==> src/rtl/ls_unit_pkg.sv <==
// Shared constants for the load/store stage: datapath widths, opcodes,
// funct3 codes and the access FSM state encoding.
package ls_unit_pkg;

    localparam int XLEN     = 64;
    localparam int INST_LEN = 32;

    localparam logic [6:0] OPC_LOAD  = 7'b0000011;
    localparam logic [6:0] OPC_STORE = 7'b0100011;

    localparam logic [2:0] F3_B  = 3'b000;
    localparam logic [2:0] F3_H  = 3'b001;
    localparam logic [2:0] F3_W  = 3'b010;
    localparam logic [2:0] F3_D  = 3'b011;
    localparam logic [2:0] F3_BU = 3'b100;
    localparam logic [2:0] F3_HU = 3'b101;
    localparam logic [2:0] F3_WU = 3'b110;

    typedef enum logic [1:0] {
        LS_IDLE = 2'd0,
        LS_REQ  = 2'd1,
        LS_WAIT = 2'd2,
        LS_DONE = 2'd3
    } ls_state_e;

endpackage

==> src/rtl/ls_unit_if.sv <==
// Data-memory request/response port between the load/store stage (master)
// and the data memory (slave).
interface ls_unit_if;
    import ls_unit_pkg::*;

    logic            mem_req_valid_o;
    logic            mem_req_ready_i;
    logic            mem_we_o;
    logic [XLEN-1:0] mem_addr_o;
    logic [XLEN-1:0] mem_wdata_o;
    logic [7:0]      mem_wmask_o;
    logic            mem_rvalid_i;
    logic [XLEN-1:0] mem_rdata_i;

    modport master (
        output mem_req_valid_o, mem_we_o, mem_addr_o, mem_wdata_o, mem_wmask_o,
        input  mem_req_ready_i, mem_rvalid_i, mem_rdata_i
    );

    modport slave (
        input  mem_req_valid_o, mem_we_o, mem_addr_o, mem_wdata_o, mem_wmask_o,
        output mem_req_ready_i, mem_rvalid_i, mem_rdata_i
    );

endinterface

==> src/rtl/ls_align.sv <==
// Combinational lane logic: misalignment check, store byte-lane placement,
// and load extraction with sign/zero extension.
module ls_align
    import ls_unit_pkg::*;
(
    input  logic [2:0]      funct3,
    input  logic [2:0]      lane,
    input  logic [XLEN-1:0] rs2,
    input  logic [XLEN-1:0] rdata,
    output logic            misalign,
    output logic [7:0]      wmask,
    output logic [XLEN-1:0] wdata,
    output logic [XLEN-1:0] ld_data
);

    logic [1:0]      sz;
    logic [7:0]      base_mask;
    logic [XLEN-1:0] shifted;

    function automatic logic [XLEN-1:0] extend(input logic [XLEN-1:0] v,
                                               input logic [1:0]      size,
                                               input logic            is_signed);
        case (size)
            2'd0:    extend = is_signed ? {{(XLEN-8){v[7]}}, v[7:0]}
                                        : {{(XLEN-8){1'b0}}, v[7:0]};
            2'd1:    extend = is_signed ? {{(XLEN-16){v[15]}}, v[15:0]}
                                        : {{(XLEN-16){1'b0}}, v[15:0]};
            2'd2:    extend = is_signed ? {{(XLEN-32){v[31]}}, v[31:0]}
                                        : {{(XLEN-32){1'b0}}, v[31:0]};
            default: extend = v;
        endcase
    endfunction

    // funct3[1:0] is log2 of the access size for every load/store encoding
    assign sz = funct3[1:0];

    always_comb begin
        misalign  = 1'b0;
        base_mask = 8'h01;
        case (sz)
            2'd0: begin misalign = 1'b0;         base_mask = 8'h01; end
            2'd1: begin misalign = lane[0];      base_mask = 8'h03; end
            2'd2: begin misalign = |lane[1:0];   base_mask = 8'h0F; end
            default: begin misalign = |lane;     base_mask = 8'hFF; end
        endcase
    end

    assign wmask   = base_mask << lane;
    assign wdata   = rs2 << {lane, 3'b000};
    assign shifted = rdata >> {lane, 3'b000};
    assign ld_data = extend(shifted, sz, ~funct3[2]);

endmodule

==> src/rtl/ls_unit.sv <==
// Load/store pipeline stage: decodes memory ops, sequences one data-memory
// transaction per access and stalls upstream while it is in flight.
module ls_unit
    import ls_unit_pkg::*;
(
    input  logic                clk,
    input  logic                rstn,
    input  logic [XLEN-1:0]     pc_i,
    input  logic [XLEN-1:0]     rs2_i,
    input  logic [XLEN-1:0]     alures_i,
    input  logic [INST_LEN-1:0] instr_i,
    input  logic                wben_i,
    input  logic                trap_i,
    ls_unit_if.master           mem,
    output logic                ls_stall_o,
    output logic                misalign_o,
    output logic [XLEN-1:0]     wb_pc_o,
    output logic [XLEN-1:0]     wb_data_o,
    output logic [INST_LEN-1:0] wb_instr_o,
    output logic                wb_wben_o,
    output logic                wb_trap_o
);

    ls_state_e       state_q, state_d;
    logic [XLEN-1:0] ld_data_q;
    logic [XLEN-1:0] ld_data;
    logic [XLEN-1:0] wdata;
    logic [7:0]      wmask;
    logic            lane_mis;
    logic            is_load, is_store, is_mem, go;
    logic            req_valid, stall, capture;
    logic [2:0]      funct3;

    assign funct3   = instr_i[14:12];
    assign is_load  = (instr_i[6:0] == OPC_LOAD)  && (funct3 != 3'b111);
    assign is_store = (instr_i[6:0] == OPC_STORE) && !funct3[2];
    assign is_mem   = is_load || is_store;

    ls_align u_align (
        .funct3   (funct3),
        .lane     (alures_i[2:0]),
        .rs2      (rs2_i),
        .rdata    (mem.mem_rdata_i),
        .misalign (lane_mis),
        .wmask    (wmask),
        .wdata    (wdata),
        .ld_data  (ld_data)
    );

    assign misalign_o = is_mem && lane_mis;
    assign go         = is_mem && !lane_mis && !trap_i;

    always_ff @(posedge clk or negedge rstn) begin
        if (!rstn) begin
            state_q   <= LS_IDLE;
            ld_data_q <= '0;
        end else begin
            state_q <= state_d;
            if (capture) ld_data_q <= ld_data;
        end
    end

    // Response is only honoured in WAIT; stray rvalid elsewhere is dropped
    always_comb begin
        state_d   = state_q;
        req_valid = 1'b0;
        stall     = 1'b0;
        capture   = 1'b0;
        case (state_q)
            LS_IDLE: begin
                if (go) begin
                    req_valid = 1'b1;
                    stall     = 1'b1;
                    if (mem.mem_req_ready_i) state_d = is_load ? LS_WAIT : LS_DONE;
                    else                     state_d = LS_REQ;
                end
            end
            LS_REQ: begin
                req_valid = 1'b1;
                stall     = 1'b1;
                if (mem.mem_req_ready_i) state_d = is_load ? LS_WAIT : LS_DONE;
            end
            LS_WAIT: begin
                stall = 1'b1;
                if (mem.mem_rvalid_i) begin
                    capture = 1'b1;
                    state_d = LS_DONE;
                end
            end
            LS_DONE: state_d = LS_IDLE;
            default: state_d = LS_IDLE;
        endcase
    end

    assign mem.mem_req_valid_o = req_valid;
    assign mem.mem_we_o        = is_store;
    assign mem.mem_addr_o      = {alures_i[XLEN-1:3], 3'b000};
    assign mem.mem_wdata_o     = is_store ? wdata : '0;
    assign mem.mem_wmask_o     = is_store ? wmask : 8'h00;

    assign ls_stall_o = stall;
    assign wb_pc_o    = pc_i;
    assign wb_instr_o = instr_i;
    assign wb_wben_o  = wben_i && !misalign_o;
    assign wb_trap_o  = trap_i || misalign_o;
    assign wb_data_o  = (state_q == LS_DONE && is_load) ? ld_data_q : alures_i;

endmodule
==> src/flat_wrapper.sv <==
// flat-port wrapper written by rule: the top's interface ports become plain ports
module ls_unit_flat import ls_unit_pkg::*;
  (clk, rstn, pc_i, rs2_i, alures_i, instr_i, wben_i, trap_i, ls_stall_o, misalign_o, wb_pc_o, wb_data_o, wb_instr_o, wb_wben_o, wb_trap_o, mem_mem_req_valid_o, mem_mem_we_o, mem_mem_addr_o, mem_mem_wdata_o, mem_mem_wmask_o, mem_mem_req_ready_i, mem_mem_rvalid_i, mem_mem_rdata_i);
  ls_unit_if mem_i ();
  input  logic clk;
  input  logic rstn;
  input  logic [XLEN-1:0] pc_i;
  input  logic [XLEN-1:0] rs2_i;
  input  logic [XLEN-1:0] alures_i;
  input  logic [INST_LEN-1:0] instr_i;
  input  logic wben_i;
  input  logic trap_i;
  output logic ls_stall_o;
  output logic misalign_o;
  output logic [XLEN-1:0] wb_pc_o;
  output logic [XLEN-1:0] wb_data_o;
  output logic [INST_LEN-1:0] wb_instr_o;
  output logic wb_wben_o;
  output logic wb_trap_o;
  output wire logic [$bits(mem_i.mem_req_valid_o)-1:0] mem_mem_req_valid_o;
  output wire logic [$bits(mem_i.mem_we_o)-1:0] mem_mem_we_o;
  output wire logic [$bits(mem_i.mem_addr_o)-1:0] mem_mem_addr_o;
  output wire logic [$bits(mem_i.mem_wdata_o)-1:0] mem_mem_wdata_o;
  output wire logic [$bits(mem_i.mem_wmask_o)-1:0] mem_mem_wmask_o;
  input wire logic [$bits(mem_i.mem_req_ready_i)-1:0] mem_mem_req_ready_i;
  input wire logic [$bits(mem_i.mem_rvalid_i)-1:0] mem_mem_rvalid_i;
  input wire logic [$bits(mem_i.mem_rdata_i)-1:0] mem_mem_rdata_i;
  assign mem_mem_req_valid_o = mem_i.mem_req_valid_o;
  assign mem_mem_we_o = mem_i.mem_we_o;
  assign mem_mem_addr_o = mem_i.mem_addr_o;
  assign mem_mem_wdata_o = mem_i.mem_wdata_o;
  assign mem_mem_wmask_o = mem_i.mem_wmask_o;
  assign mem_i.mem_req_ready_i = mem_mem_req_ready_i;
  assign mem_i.mem_rvalid_i = mem_mem_rvalid_i;
  assign mem_i.mem_rdata_i = mem_mem_rdata_i;
  ls_unit u_core (.clk(clk), .rstn(rstn), .pc_i(pc_i), .rs2_i(rs2_i), .alures_i(alures_i), .instr_i(instr_i), .wben_i(wben_i), .trap_i(trap_i), .mem(mem_i), .ls_stall_o(ls_stall_o), .misalign_o(misalign_o), .wb_pc_o(wb_pc_o), .wb_data_o(wb_data_o), .wb_instr_o(wb_instr_o), .wb_wben_o(wb_wben_o), .wb_trap_o(wb_trap_o));
endmodule
==> config.mk <==
export PLATFORM = sky130hd
export DESIGN_NAME = ls_unit_flat
export DESIGN_NICKNAME = d
export VERILOG_FILES = /design/src/rtl/ls_unit_pkg.sv /design/src/rtl/ls_unit_if.sv /design/src/rtl/ls_align.sv /design/src/rtl/ls_unit.sv /design/src/flat_wrapper.sv
export SDC_FILE = /design/constraint.sdc
export NUM_CORES = 1
export LEC_CHECK = 0
export BUFFER_PORTS_ARGS = -buffer_cell sky130_fd_sc_hd__buf_2
export CORE_AREA = 2 2 231 233
export DETAILED_ROUTE_END_ITERATION = 16
export DIE_AREA = 0 0 233 235
export PLACE_DENSITY_LB_ADDON = 0.12
export SYNTH_ARGS = -nofsm -noshare
export SYNTH_HDL_FRONTEND = slang
export SYNTH_SLANG_ARGS = --single-unit
==> constraint.sdc <==
create_clock -name clk -period 2.35 [get_ports clk]
set_input_delay 0.47 -clock clk [delete_from_list [all_inputs] [get_ports clk]]
set_output_delay 0.47 -clock clk [all_outputs]
set_load 0.05 [all_outputs]
==> impl_summary.log, run 1 <==
[metrics] mapped cell area: 0.008529 sq mm
[metrics] share of power burned in the clock network: 17.9%
[metrics] most used cells in the layout excluding fill and tap cells: buf_2, mux2_2, nor2_1, buf_6, buf_4
[metrics] number of global-route vias before repair: 9,026
[metrics] HP Class: input pin to asynchronous set/reset pin
[metrics] clock transition at the registers of the reported paths: 60 ps
[metrics] Antenna Nets Post-Route: 0
[metrics] yosys warns: 0
[metrics] clock insertion delay at the later pin of the skew report: 350 ps
[metrics] outcome: finished with violations
[metrics] Yosys cell types: 51
[metrics] leakage power: slightly below 6 nW
[metrics] final period utilization: 109.5%
[metrics] gpl congestion: about 0.8
[metrics] number of endpoints with negative hold slack in the final report: 0
[metrics] I/O Pins: 596
[metrics] Port Buffers: 420
[metrics] share of the yosys chip area belonging to registers: between 10% and 20%
[metrics] TritonCTS buffer count: 9
[metrics] critical path data arrival time: 2100 ps
[metrics] unrepaired setup endpoints after global routing: yes
[metrics] top_reg_cell synth: dfrtp_1
[metrics] Tightest Pin Transition: 706.1 ps
[metrics] CP required: 1880 ps
[metrics] vertical die dimension: 235 microns
[metrics] starting utilization of the core area: 16.33%
[metrics] max-cap violation count: 0
[metrics] critical path startpoint: instr_i[2]
[metrics] Area growth syn-to-layout: 57.06%
[metrics] CTS tree: yes
[metrics] routed length on met1: 21,110 microns
[metrics] GRT Total Usage: between 15 and 20%
[metrics] x dimension of the die: 233 microns
[metrics] violations in the final reports: negative setup slack
[metrics] Final Skew: ~5.7 ps
[metrics] Slew Limit Headroom: a little over half
[metrics] iteration-0 DRC count of the detailed router: 530
[metrics] Clock Sink Count: 66
[metrics] total met2 wirelength after detailed routing: 21,340 microns
[metrics] number of cell rows: 84
[metrics] DR vias/cell: approximately 4.3
[metrics] drt pass-1 iters: 5
[metrics] instance count of the mapped netlist: approximately 1,000
[metrics] count of non-filler cells in the finished layout: 2,048
[metrics] switching component of the power: 0.003231 W
[metrics] total wire length: between 40,000 and 50,000 microns
[metrics] number of storage elements in the synthesis netlist: 66
[metrics] endpoints failing setup: ~140
[metrics] category of the worst setup path launch point: input pin
[metrics] number of enable flip-flop cells after synthesis: 0
[metrics] Top Layer Used: met5
[metrics] launch point of the worst reg-to-reg path: u_core.state_q[0]
[metrics] power density over cell area: 532.2 mW/mm^2
[metrics] Remaining Overflow, GRT: 0
[metrics] antenna violations before repair: 9
[metrics] clock tree root buffer cell: clkbuf_16
[metrics] mean area per synthesized cell: 8.297 sq um
[metrics] detailed placement HPWL: 35,780 microns
[metrics] share of post-route cells with drive strength above 1: approximately three fifths
[metrics] Total Die Area: 0.05476 sq mm
[metrics] worst hold margin: 136.1 ps
[metrics] post-placement cell count: 2,014
[metrics] end point of the critical path: wb_data_o[17]
[metrics] Post-route DRC: 0
[metrics] floorplan core area: 0.05224 sq mm
[metrics] met3 routed WL: slightly below 3000 microns
[metrics] wire length per cell after detailed routing: roughly 23 microns
[metrics] final worst setup slack: -224.1 ps
[metrics] maximum root-to-sink buffer count: 2
[metrics] cell-internal power: 0.003898 W
[metrics] part of the power in combinational logic: between 50% and 60%
[metrics] setup slack on the worst flop-to-flop path: roughly 420 ps
[metrics] Max H-tree Level: 3
[metrics] overall via count from detail_route: 8,908
[metrics] nature of the critical path endpoint: primary output
[metrics] fraction of registers with async set or reset after synthesis: 100.0%
[metrics] Seq pwr share: between 30% and 40%
[metrics] highest clock frequency the design can meet: approximately 400 MHz
[metrics] number of cell instances on the worst register-to-register path: 7
[metrics] largest net degree at the start of global routing: 54
[metrics] minimum clock period after layout: 2574 ps
[metrics] Critical Path Fanout Max: 8
[metrics] most common cell after layout, fill and taps aside: buf_2
[metrics] category of the most critical setup path: input pin to primary output
[metrics] Post-layout nets: 1,653
[metrics] Max Transition Viols Final: 0
[metrics] reg-to-reg endpoint: u_core.ld_data_q[23]
[metrics] first-pass GRT wire length: around 64,000 microns
[metrics] maximum VDD drop: between 0.0004 and 0.0005 V
[metrics] Switching Fraction: 45.32%
## cell families (layout without fill, tap and decap cells)
| logic type | Yosys count | in the layout | synth area share [%] |
|---|---|---|---|
| flip-flops | 66 | 66 | 19.36 |
| AO/OA/AOI/OAI | 225 | 225 | 15.95 |
| buffers and inverters | 248 | 576 | 19.95 |
| adder cells (fa/ha/maj) | 5 | 5 | 0.7335 |
| multiplexers | 201 | 201 | 29.18 |
| AND/OR/NAND/NOR | 282 | 283 | 14.79 |
| other | 1 | 4 | 0.04397 |
## power by group through the flow
stage,logic [W],registers (W),clock network [W]
after detailed placement,0.00347,0.00232,0
after global routing,0.00393,0.00235,0.00137
after CTS,0.00362,0.00231,0.00132
final,0.00360,0.00226,0.00127
after floorplan,0.00280,0.00196,0
after global placement,0.00346,0.00233,0
## area by class of cell
class / count / area (sq um)
Tap cell: 688 / 860.8
Timing Repair Buffer: 551 / 4705
Multi-Input combinational cell: 717 / 5877
Fill cell: 5679 / 38840
Clock buffer: 10 / 229.0
Clock inverter: 6 / 33.78
Sequential cell: 66 / 1652
Inverter: 9 / 37.54
Antenna cell: 1 / 2.502
## through the flow
step / setup WS, ps / setup TNS [ps] / power [W] / utilization (%) / instance area (sq um)
final: -224.1 / -20900 / 0.007130 / 25.65 / 13400
after CTS: -280.6 / -28690 / 0.007248 / 24.91 / 13010
after detailed placement: -515.8 / -57470 / 0.005794 / 22.74 / 11880
after floorplan: -211.4 / -6155 / 0.004763 / - / 9190
after global routing: -332.9 / -34500 / 0.007645 / 25.65 / 13400
after global placement: -443.7 / -51430 / 0.005791 / 22.74 / 11880
## registers in the layout, summed over array words and instances, names as in the netlist
| signal | flops |
|---|---|
| u_core.ld_data_q | 64 |
| u_core.state_q | 2 |
## routing by layer
metal / global-route usage [%] / vias up
met5: 0 / -
met4: 3.088 / 8
met3: 4.053 / 67
met2: 25.68 / 364
met1: 21.71 / 4329
li1: - / 4140
## how the worst min path moves through the flow
stage	startpoint	to	slack, ps
final	rstn	u_core.ld_data_q[0]	140
after detailed placement	u_core.ld_data_q[15]	u_core.ld_data_q[15]	490
after floorplan	rstn	u_core.ld_data_q[0]	170
after global placement	u_core.ld_data_q[15]	u_core.ld_data_q[15]	490
after global routing	rstn	u_core.ld_data_q[23]	160
after CTS	rstn	u_core.ld_data_q[6]	150
## Yosys cell counts (2+ instances only)
master / instances / area share, %
o21ai_0: 28 / 1.6
buf_6: 15 / 2.0
or2_2: 3 / 0.22
and2_1: 21 / 1.5
nand2b_1: 6 / 0.44
or3_1: 2 / 0.15
a211oi_1: 16 / 1.4
buf_4: 167 / 15
ha_1: 5 / 0.73
inv_1: 9 / 0.40
clkbuf_1: 30 / 1.3
a2111oi_0: 3 / 0.31
nor3_1: 9 / 0.53
a21oi_1: 107 / 6.3
a221oi_1: 2 / 0.21
nor4_1: 2 / 0.15
a31oi_1: 20 / 1.5
buf_2: 25 / 1.5
dfrtp_1: 66 / 19
o22ai_1: 20 / 1.5
a221o_1: 2 / 0.23
a211oi_4: 2 / 0.47
nand3_1: 2 / 0.12
nor2b_1: 13 / 0.95
and3_1: 8 / 0.59
mux2i_1: 66 / 7.7
o2bb2ai_1: 5 / 0.51
a22o_1: 3 / 0.31
mux2_2: 107 / 14
o22a_1: 7 / 0.72
nand2_1: 78 / 3.4
buf_1: 2 / 0.088
a21o_1: 2 / 0.18
nor2_1: 132 / 5.8
mux4_2: 27 / 7.1
## repair_timing
action | in CTS | in global routing
gates resized for setup | 226 | 72
buffers inserted | 7 | 3
pin swaps | 13 | 10
cloned | 4 | 5
hold buffers | 0 | 0
setup endpoints to repair | 139 | 142
## critical path, stage by stage
cell and delay (ps):
buf_6 100, nor4_4 330, nand3_4 160, nor2_4 180, nand2_8 150, clkbuf_16 240
mux2_2 290, buf_6 150
No activity file was read; power rests on OpenSTA's default activity.
==> run 2: changes to the inputs <==
--- a/config.mk
+++ b/config.mk
@@ -6,10 +6,12 @@
 export NUM_CORES = 1
 export LEC_CHECK = 0
 export BUFFER_PORTS_ARGS = -buffer_cell sky130_fd_sc_hd__buf_2
-export CORE_AREA = 2 2 231 233
+export CORE_AREA = 2 2 235 237
+export CTS_CLUSTER_DIAMETER = 200
 export DETAILED_ROUTE_END_ITERATION = 16
-export DIE_AREA = 0 0 233 235
+export DIE_AREA = 0 0 237 239
 export PLACE_DENSITY_LB_ADDON = 0.12
 export SYNTH_ARGS = -nofsm -noshare
 export SYNTH_HDL_FRONTEND = slang
+export SYNTH_HIERARCHICAL = 1
 export SYNTH_SLANG_ARGS = --single-unit
==> impl_summary.log, run 2 <==
[metrics] unrepaired setup endpoints after global routing: yes
[metrics] violations in the final reports: negative setup slack
[metrics] critical path data arrival time: 2060 ps (-40 ps)
[metrics] clock insertion delay at the later pin of the skew report: 350 ps (about the same)
[metrics] most instantiated library cell after synthesis: buf_4
[metrics] number of cell rows: 86 (+2.4%)
[metrics] most area-consuming cells after synthesis: mux2_2, dfrtp_1, buf_4
[metrics] category of the most critical setup path: input pin to primary output
[metrics] highest clock frequency the design can meet: 395.1 MHz (+1.7%)
[metrics] DR vias/cell: 4.344 (-0.13%)
[metrics] overall via count from detail_route: 9,196 (+3.2%)
[metrics] maximum VDD drop: 0.0002568 V (-36%)
[metrics] total wire length: 46,330 microns (+0.13%)
[metrics] mapped cell area: 0.009607 sq mm (+13%)
[metrics] dominant cell type by area after synthesis: mux2_2
[metrics] number of flip-flops under the largest register name: 64 (unchanged)
[metrics] detailed placement HPWL: 36,480 microns (+1.9%)
[metrics] x dimension of the die: 237 microns (+1.7%)
[metrics] Largest stage delay, worst path: 320 ps (about the same)
[metrics] share of the yosys chip area belonging to registers: 17.19% (-2.2 points)
[metrics] most used cells in the layout excluding fill and tap cells: buf_2, mux2_2, mux2i_1, buf_4, buf_6
[metrics] post-synth top area share: 19.22% (-0.14 points)
[metrics] CP required: 1880 ps (about the same)
[metrics] power density over cell area: 479.1 mW/mm^2 (-10%)
[metrics] gpl congestion: 0.8080 (+1.8%)
[metrics] Regs by FF count: u_core/ld_data_q (64), u_core/state_q (2)
[metrics] Antenna Nets Post-Route: 0 (unchanged)
[metrics] yosys warns: 6 (+6)
[metrics] Post-route DRC: 0 (unchanged)
[metrics] TritonCTS buffer count: 9 (unchanged)
[metrics] Area growth syn-to-layout: 47.63%
[metrics] vertical die dimension: 239 microns (+1.7%)
[metrics] Critical Path Fanout Max: 32 (+24)
[metrics] Post-layout nets: 1,706 (+3.2%)
[metrics] final worst setup slack: -181.0 ps (+43.04 ps)
[metrics] mean area per synthesized cell: 8.862 sq um (+6.8%)
[metrics] starting utilization of the core area: 17.68% (+1.4 points)
[metrics] maximum root-to-sink buffer count: 2 (unchanged)
[metrics] floorplan core area: 0.05434 sq mm (+4.0%)
[metrics] final core utilization: 26.10% (+0.45 points)
[metrics] most common cell type on the critical path: buf_6
[metrics] Clock Sink Count: 66 (unchanged)
[metrics] I/O Pins: 596 (unchanged)
[metrics] number of endpoints with negative hold slack in the final report: 0 (unchanged)
[metrics] wire length per cell after detailed routing: 21.88 microns (-3.1%)
[metrics] Yosys cell types: 56 (+9.8%)
[metrics] largest net degree at the start of global routing: 65 (+20%)
[metrics] Worst path slowest cell: mux2_2
[metrics] HP Class: input pin to asynchronous set/reset pin
[metrics] number of global-route vias before repair: 9,531 (+5.6%)
[metrics] Max H-tree Level: 3 (unchanged)
[metrics] drt pass-1 iters: 4 (-1)
[metrics] category of the worst setup path launch point: input pin
[metrics] Max Transition Viols Final: 0 (unchanged)
[metrics] max-cap violation count: 0 (unchanged)
[metrics] minimum clock period after layout: 2531 ps (-43.04 ps)
[metrics] endpoints failing setup: 135 (-0.74%)
[metrics] Port Buffers: 420 (unchanged)
[metrics] GRT Total Usage: 15.59% (-0.43 points)
[metrics] most common cell after layout, fill and taps aside: buf_2
[metrics] Remaining Overflow, GRT: 0 (unchanged)
[metrics] number of storage elements in the synthesis netlist: 66 (unchanged)
[metrics] share of post-route cells with drive strength above 1: 61.05% (+1.9 points)
[metrics] iteration-0 DRC count of the detailed router: 313 (-41%)
[metrics] Final Skew: 12.35 ps (+6.655 ps)
[metrics] critical path, cell by cell: buf_6 -> or2_4 -> nor4_4 -> buf_4 -> nand2_8 -> buf_16 -> mux2_2 -> buf_6
[metrics] clock transition at the registers of the reported paths: 60 ps (about the same)
[metrics] worst hold margin: 67.19 ps (-68.89 ps)
[metrics] clock tree root buffer cell: clkbuf_16
[metrics] number of enable flip-flop cells after synthesis: 0 (unchanged)
[metrics] fraction of registers with async set or reset after synthesis: 100.0% (unchanged)
[metrics] outcome: finished with violations
[metrics] most numerous cell types in the synthesized netlist: buf_4, mux2_2, mux2i_1
[metrics] Tightest Pin Transition: 1120 ps (+414.2 ps)
[metrics] leakage power: 6.771 nW (+15%)
[metrics] antenna violations before repair: 12 (+3)
[metrics] Biggest register: u_core/ld_data_q
[metrics] quantity of hold-fixing buffers added after cts: 0 (unchanged)
[metrics] nature of the critical path endpoint: primary output
[metrics] CTS tree: yes
[metrics] Total Die Area: 0.05664 sq mm (+3.4%)
[metrics] top_reg_cell synth: dfrtp_1
[metrics] setup slack on the worst flop-to-flop path: 500 ps (+80 ps)
[metrics] Slew Limit Headroom: 25.03% (-28 points)
[metrics] final period utilization: 107.7% (-1.8 points)
[metrics] first-pass GRT wire length: 65,340 microns (+1.7%)
[metrics] instance count of the mapped netlist: 1,084 (+5.4%)
run 2: final timing paths:
path	depth (start not counted)	start	endpoint
max	8	instr_i[3]	wb_data_o[29]
min	1	rstn	u_core/ld_data_q[33]
max reg2reg	5	u_core/state_q[0]	u_core/ld_data_q[20]
min reg2reg	1	u_core/ld_data_q[50]	u_core/ld_data_q[50]
max in group asynchronous	2	rstn	u_core/ld_data_q[43]
min in group clk	1	u_core/ld_data_q[50]	u_core/ld_data_q[50]
run 2: cell families after synthesis:
logic type                 after synthesis  share of synthesized area (%)
adders and majority gates                5                         0.6512
other                                    1                        0.03904
muxes                                  305                          36.64
AOI/OAI and AO/OA                      143                          9.690
DFF                                     66                          17.19
buffers and inverters                  262                          19.26
and+or+nand+nor                        302                          16.53
run 2: critical path: cells and delay by family:
kind,cells,cell delay (ps)
muxes,1,320
and+or+nand+nor,3,580
buffers and inverters,4,620
run 2: what timing repair did:
action / in CTS / in global routing
gates resized for setup: 216 / 193
endpoints found under the hold margin: 0 / 0
setup buffers: 4 / 3
cloned: 9 / 4
setup endpoints to repair: 139 / 142
pin swaps: 11 / 9
run 2: routing by layer:
metal	vias up	GRT usage [%]	part of all wire (%)
met5	-	0.6061	0.22
met4	12	4.258	2.2
met3	57	4.758	7.2
met2	379	27.69	50
met1	4396	18.03	40
li1	4352	-	-
run 2: report_power, final:
group | total [W] | leakage [nW] | internal, W | switching (W)
Sequential | 0.00211 | 0.839 | 0.00165 | 0.000466
Combinational | 0.00328 | 5.79 | 0.00152 | 0.00176
Clock | 0.00141 | 0.141 | 0.000850 | 0.000555
run 2: final cells by class:
cell class,count,area (sq um)
inverter,8,30.03
clock buffer,10,239.0
sequential,66,1652
clock inverter,6,66.31
fill,5880,40160
tap,704,880.8
timing repair buffer,564,4951
multi-input combinational,758,6361
antenna,1,2.502
run 2: stage by stage:
stage                     cell area [sq um]  total power (W)  instances  setup WS, ps  TNS [ps]
after floorplan                        9747         0.004484       1086        -75.73    -75.73
after global placement                12390         0.005305       2080        -224.3    -27180
after detailed placement              12390         0.005312       2080        -268.5    -26350
after CTS                             13630         0.006821       2109        -227.2    -19320
after global routing                  14180         0.007222       2116        -221.6    -22410
final                                 14180         0.006795       2117        -181.0    -16020
==> run 3: changes to the inputs <==
--- a/config.mk
+++ b/config.mk
@@ -11,6 +11,8 @@
 export DETAILED_ROUTE_END_ITERATION = 16
 export DIE_AREA = 0 0 237 239
 export PLACE_DENSITY_LB_ADDON = 0.12
+export SETUP_SLACK_MARGIN = 0.3
+export SKIP_CTS_REPAIR_TIMING = 1
 export SYNTH_ARGS = -nofsm -noshare
 export SYNTH_HDL_FRONTEND = slang
 export SYNTH_HIERARCHICAL = 1
==> impl_summary.log, run 3 (synthesis results as in run 2) <==
[metrics] outcome: finished with violations
[metrics] violations in the final reports: negative setup slack
[metrics] Seq pwr share: 30.3% (-0.8 points)
[metrics] Max H-tree Level: 3 (unchanged)
[metrics] Max Transition Viols Final: 0 (unchanged)
[metrics] drt pass-1 iters: 5 (+1)
[metrics] Slew Limit Headroom: 47.10% (+22 points)
[metrics] number of global-route vias before repair: 9,248 (-3.0%)
[metrics] Port Buffers: 420 (unchanged)
[metrics] Post-layout nets: 1,682 (-1.4%)
[metrics] category of the most critical setup path: input pin to primary output
[metrics] Biggest register: u_core/ld_data_q
[metrics] clock transition at the registers of the reported paths: 60 ps (about the same)
[metrics] vertical die dimension: 239 microns (unchanged)
[metrics] Area growth syn-to-layout: 47.23%
[metrics] Critical Path Fanout Max: 4 (-88%)
[metrics] CTS tree: yes
[metrics] category of the worst setup path launch point: input pin
[metrics] maximum VDD drop: 0.0002658 V (+3.5%)
[metrics] power density over cell area: 477.6 mW/mm^2 (-0.31%)
[metrics] final cell area excluding filler cells: 0.01414 sq mm (-0.27%)
[metrics] Antenna Nets Post-Route: 0 (unchanged)
[metrics] iteration-0 DRC count of the detailed router: 383 (+22%)
[metrics] largest net degree at the start of global routing: 68 (+4.6%)
[metrics] wire length per cell after detailed routing: 22.39 microns (+2.3%)
[metrics] switching component of the power: 0.002731 W (-1.8%)
[metrics] minimum clock period after layout: 2618 ps (+86.78 ps)
[metrics] maximum root-to-sink buffer count: 2 (unchanged)
[metrics] highest clock frequency the design can meet: 382.0 MHz (-3.3%)
[metrics] Regs by FF count: u_core/ld_data_q (64), u_core/state_q (2)
[metrics] CP required: 1880 ps (about the same)
[metrics] most common cell after layout, fill and taps aside: buf_2
[metrics] I/O Pins: 596 (unchanged)
[metrics] HP Class: input pin to asynchronous set/reset pin
[metrics] final period utilization: 111.4% (+3.7 points)
[metrics] number of endpoints with negative hold slack in the final report: 0 (unchanged)
[metrics] final core utilization: 26.03% (-0.071 points)
[metrics] endpoints failing setup: 140 (+3.7%)
[metrics] clock tree root buffer cell: clkbuf_16
[metrics] Tightest Pin Transition: 791.9 ps (-328.5 ps)
[metrics] antenna violations before repair: 12 (unchanged)
[metrics] Clock Sink Count: 66 (unchanged)
[metrics] floorplan core area: 0.05434 sq mm (unchanged)
[metrics] GRT Total Usage: 15.09% (-0.50 points)
[metrics] max-cap violation count: 0 (unchanged)
[metrics] nature of the critical path endpoint: primary output
[metrics] critical path data arrival time: 2150 ps (+90 ps)
[metrics] final worst setup slack: -267.8 ps (-86.78 ps)
[metrics] Final Skew: 12.99 ps (+0.6353 ps)
[metrics] count of non-filler cells in the finished layout: 2,094 (-1.1%)
[metrics] DR vias/cell: 4.372 (+0.66%)
[metrics] total wire length: 46,880 microns (+1.2%)
[metrics] Post-route DRC: 0 (unchanged)
[metrics] Sum Neg Setup Slack: -27,980 ps (-11,950 ps)
[metrics] first-pass GRT wire length: 63,440 microns (-2.9%)
[metrics] part of the power in combinational logic: 48.5% (+0.2 points)
[metrics] leakage power: 6.944 nW (+2.6%)
[metrics] share of power burned in the clock network: 21.2% (+0.5 points)
[metrics] Total Die Area: 0.05664 sq mm (unchanged)
[metrics] placed inst area: 0.01266 sq mm (+2.2%)
[metrics] Switching Fraction: 40.42% (-0.48 points)
[metrics] number of flip-flops under the largest register name: 64 (unchanged)
[metrics] post-placement cell count: 2,052 (-1.3%)
[metrics] starting utilization of the core area: 17.68% (unchanged)
[metrics] Remaining Overflow, GRT: 0 (unchanged)
[metrics] unrepaired setup endpoints after global routing: yes
[metrics] x dimension of the die: 237 microns (unchanged)
[metrics] number of cell rows: 86 (unchanged)
[metrics] most used cells in the layout excluding fill and tap cells: buf_2, mux2_2, mux2i_1, buf_4, and2_4
[metrics] gpl congestion: 0.8080 (unchanged)
[metrics] total power: 0.006755 W (-0.59%)
[metrics] TritonCTS buffer count: 9 (unchanged)
[metrics] overall via count from detail_route: 9,156 (-0.43%)
[metrics] detailed placement HPWL: 36,730 microns (+0.69%)
[metrics] share of post-route cells with drive strength above 1: 61.02% (about the same)
[metrics] clock insertion delay at the later pin of the skew report: 350 ps (about the same)
[metrics] cell-internal power: 0.004024 W (+0.23%)
==> run 3: changes by cell type in the layout (fill, tap and decap cells not counted), sizes merged <==
cell / previous run / this run
clkbuf: 12 / 19
diode: 1 / 2
buf: 562 / 531
==> run 3: stage by stage <==
step                      hold slack (ps)  setup slack [ps]
after floorplan                     174.4            -75.66
after global placement              481.5            -268.5
final                               95.43            -267.8
after global routing                122.9            -341.3
after detailed placement            486.5            -295.0
after CTS                           102.7            -309.7
==> run 3: cell type report <==
cell class	count	area, sq um
inverter	8	30.03
clock inverter	6	66.31
multi-input combinational	758	6629
timing repair buffer	540	4642
sequential	66	1652
tap	704	880.8
antenna	2	5.005
clock buffer	10	239.0
fill	5847	40200
==> run 3: final timing paths <==
kind / from / slack [ps] / cells after the start / endpoint
max in group asynchronous: rstn / 1670 / 2 / u_core/ld_data_q[36]
max reg2reg: u_core/state_q[0] / 540 / 5 / u_core/ld_data_q[40]
max: instr_i[3] / -270 / 11 / mem_mem_wdata_o[37]
min reg2reg: u_core/ld_data_q[34] / 510 / 1 / u_core/ld_data_q[34]
min: rstn / 100 / 1 / u_core/ld_data_q[56]
min in group clk: u_core/ld_data_q[34] / 510 / 1 / u_core/ld_data_q[34]
==> run 3: power groups by stage <==
stage / sequential (W) / clock, W / combinational [W]
2_1_floorplan: 0.00184 / 0 / 0.00273
3_3_place_gp: 0.00210 / 0 / 0.00317
3_5_place_dp: 0.00211 / 0 / 0.00317
4_1_cts: 0.00209 / 0.00149 / 0.00319
5_1_grt: 0.00212 / 0.00154 / 0.00352
6_report: 0.00205 / 0.00143 / 0.00328
==> run 3: critical path, cell delays in order <==
cell       delay, ps
buf_6             90
or2_4            250
buf_4            140
buf_12           120
nor4b_4          250
buf_4            180
buf_8            140
buf_6            100
clkbuf_16        120
and2_4           140
buf_8            140
==> run 3: routing by layer <==
metal  share of wire [%]  track usage (%)
met1                  40            18.04
met2                  50            26.18
met3                 7.6            4.700
met4                 1.7            3.817
met5                0.14                0
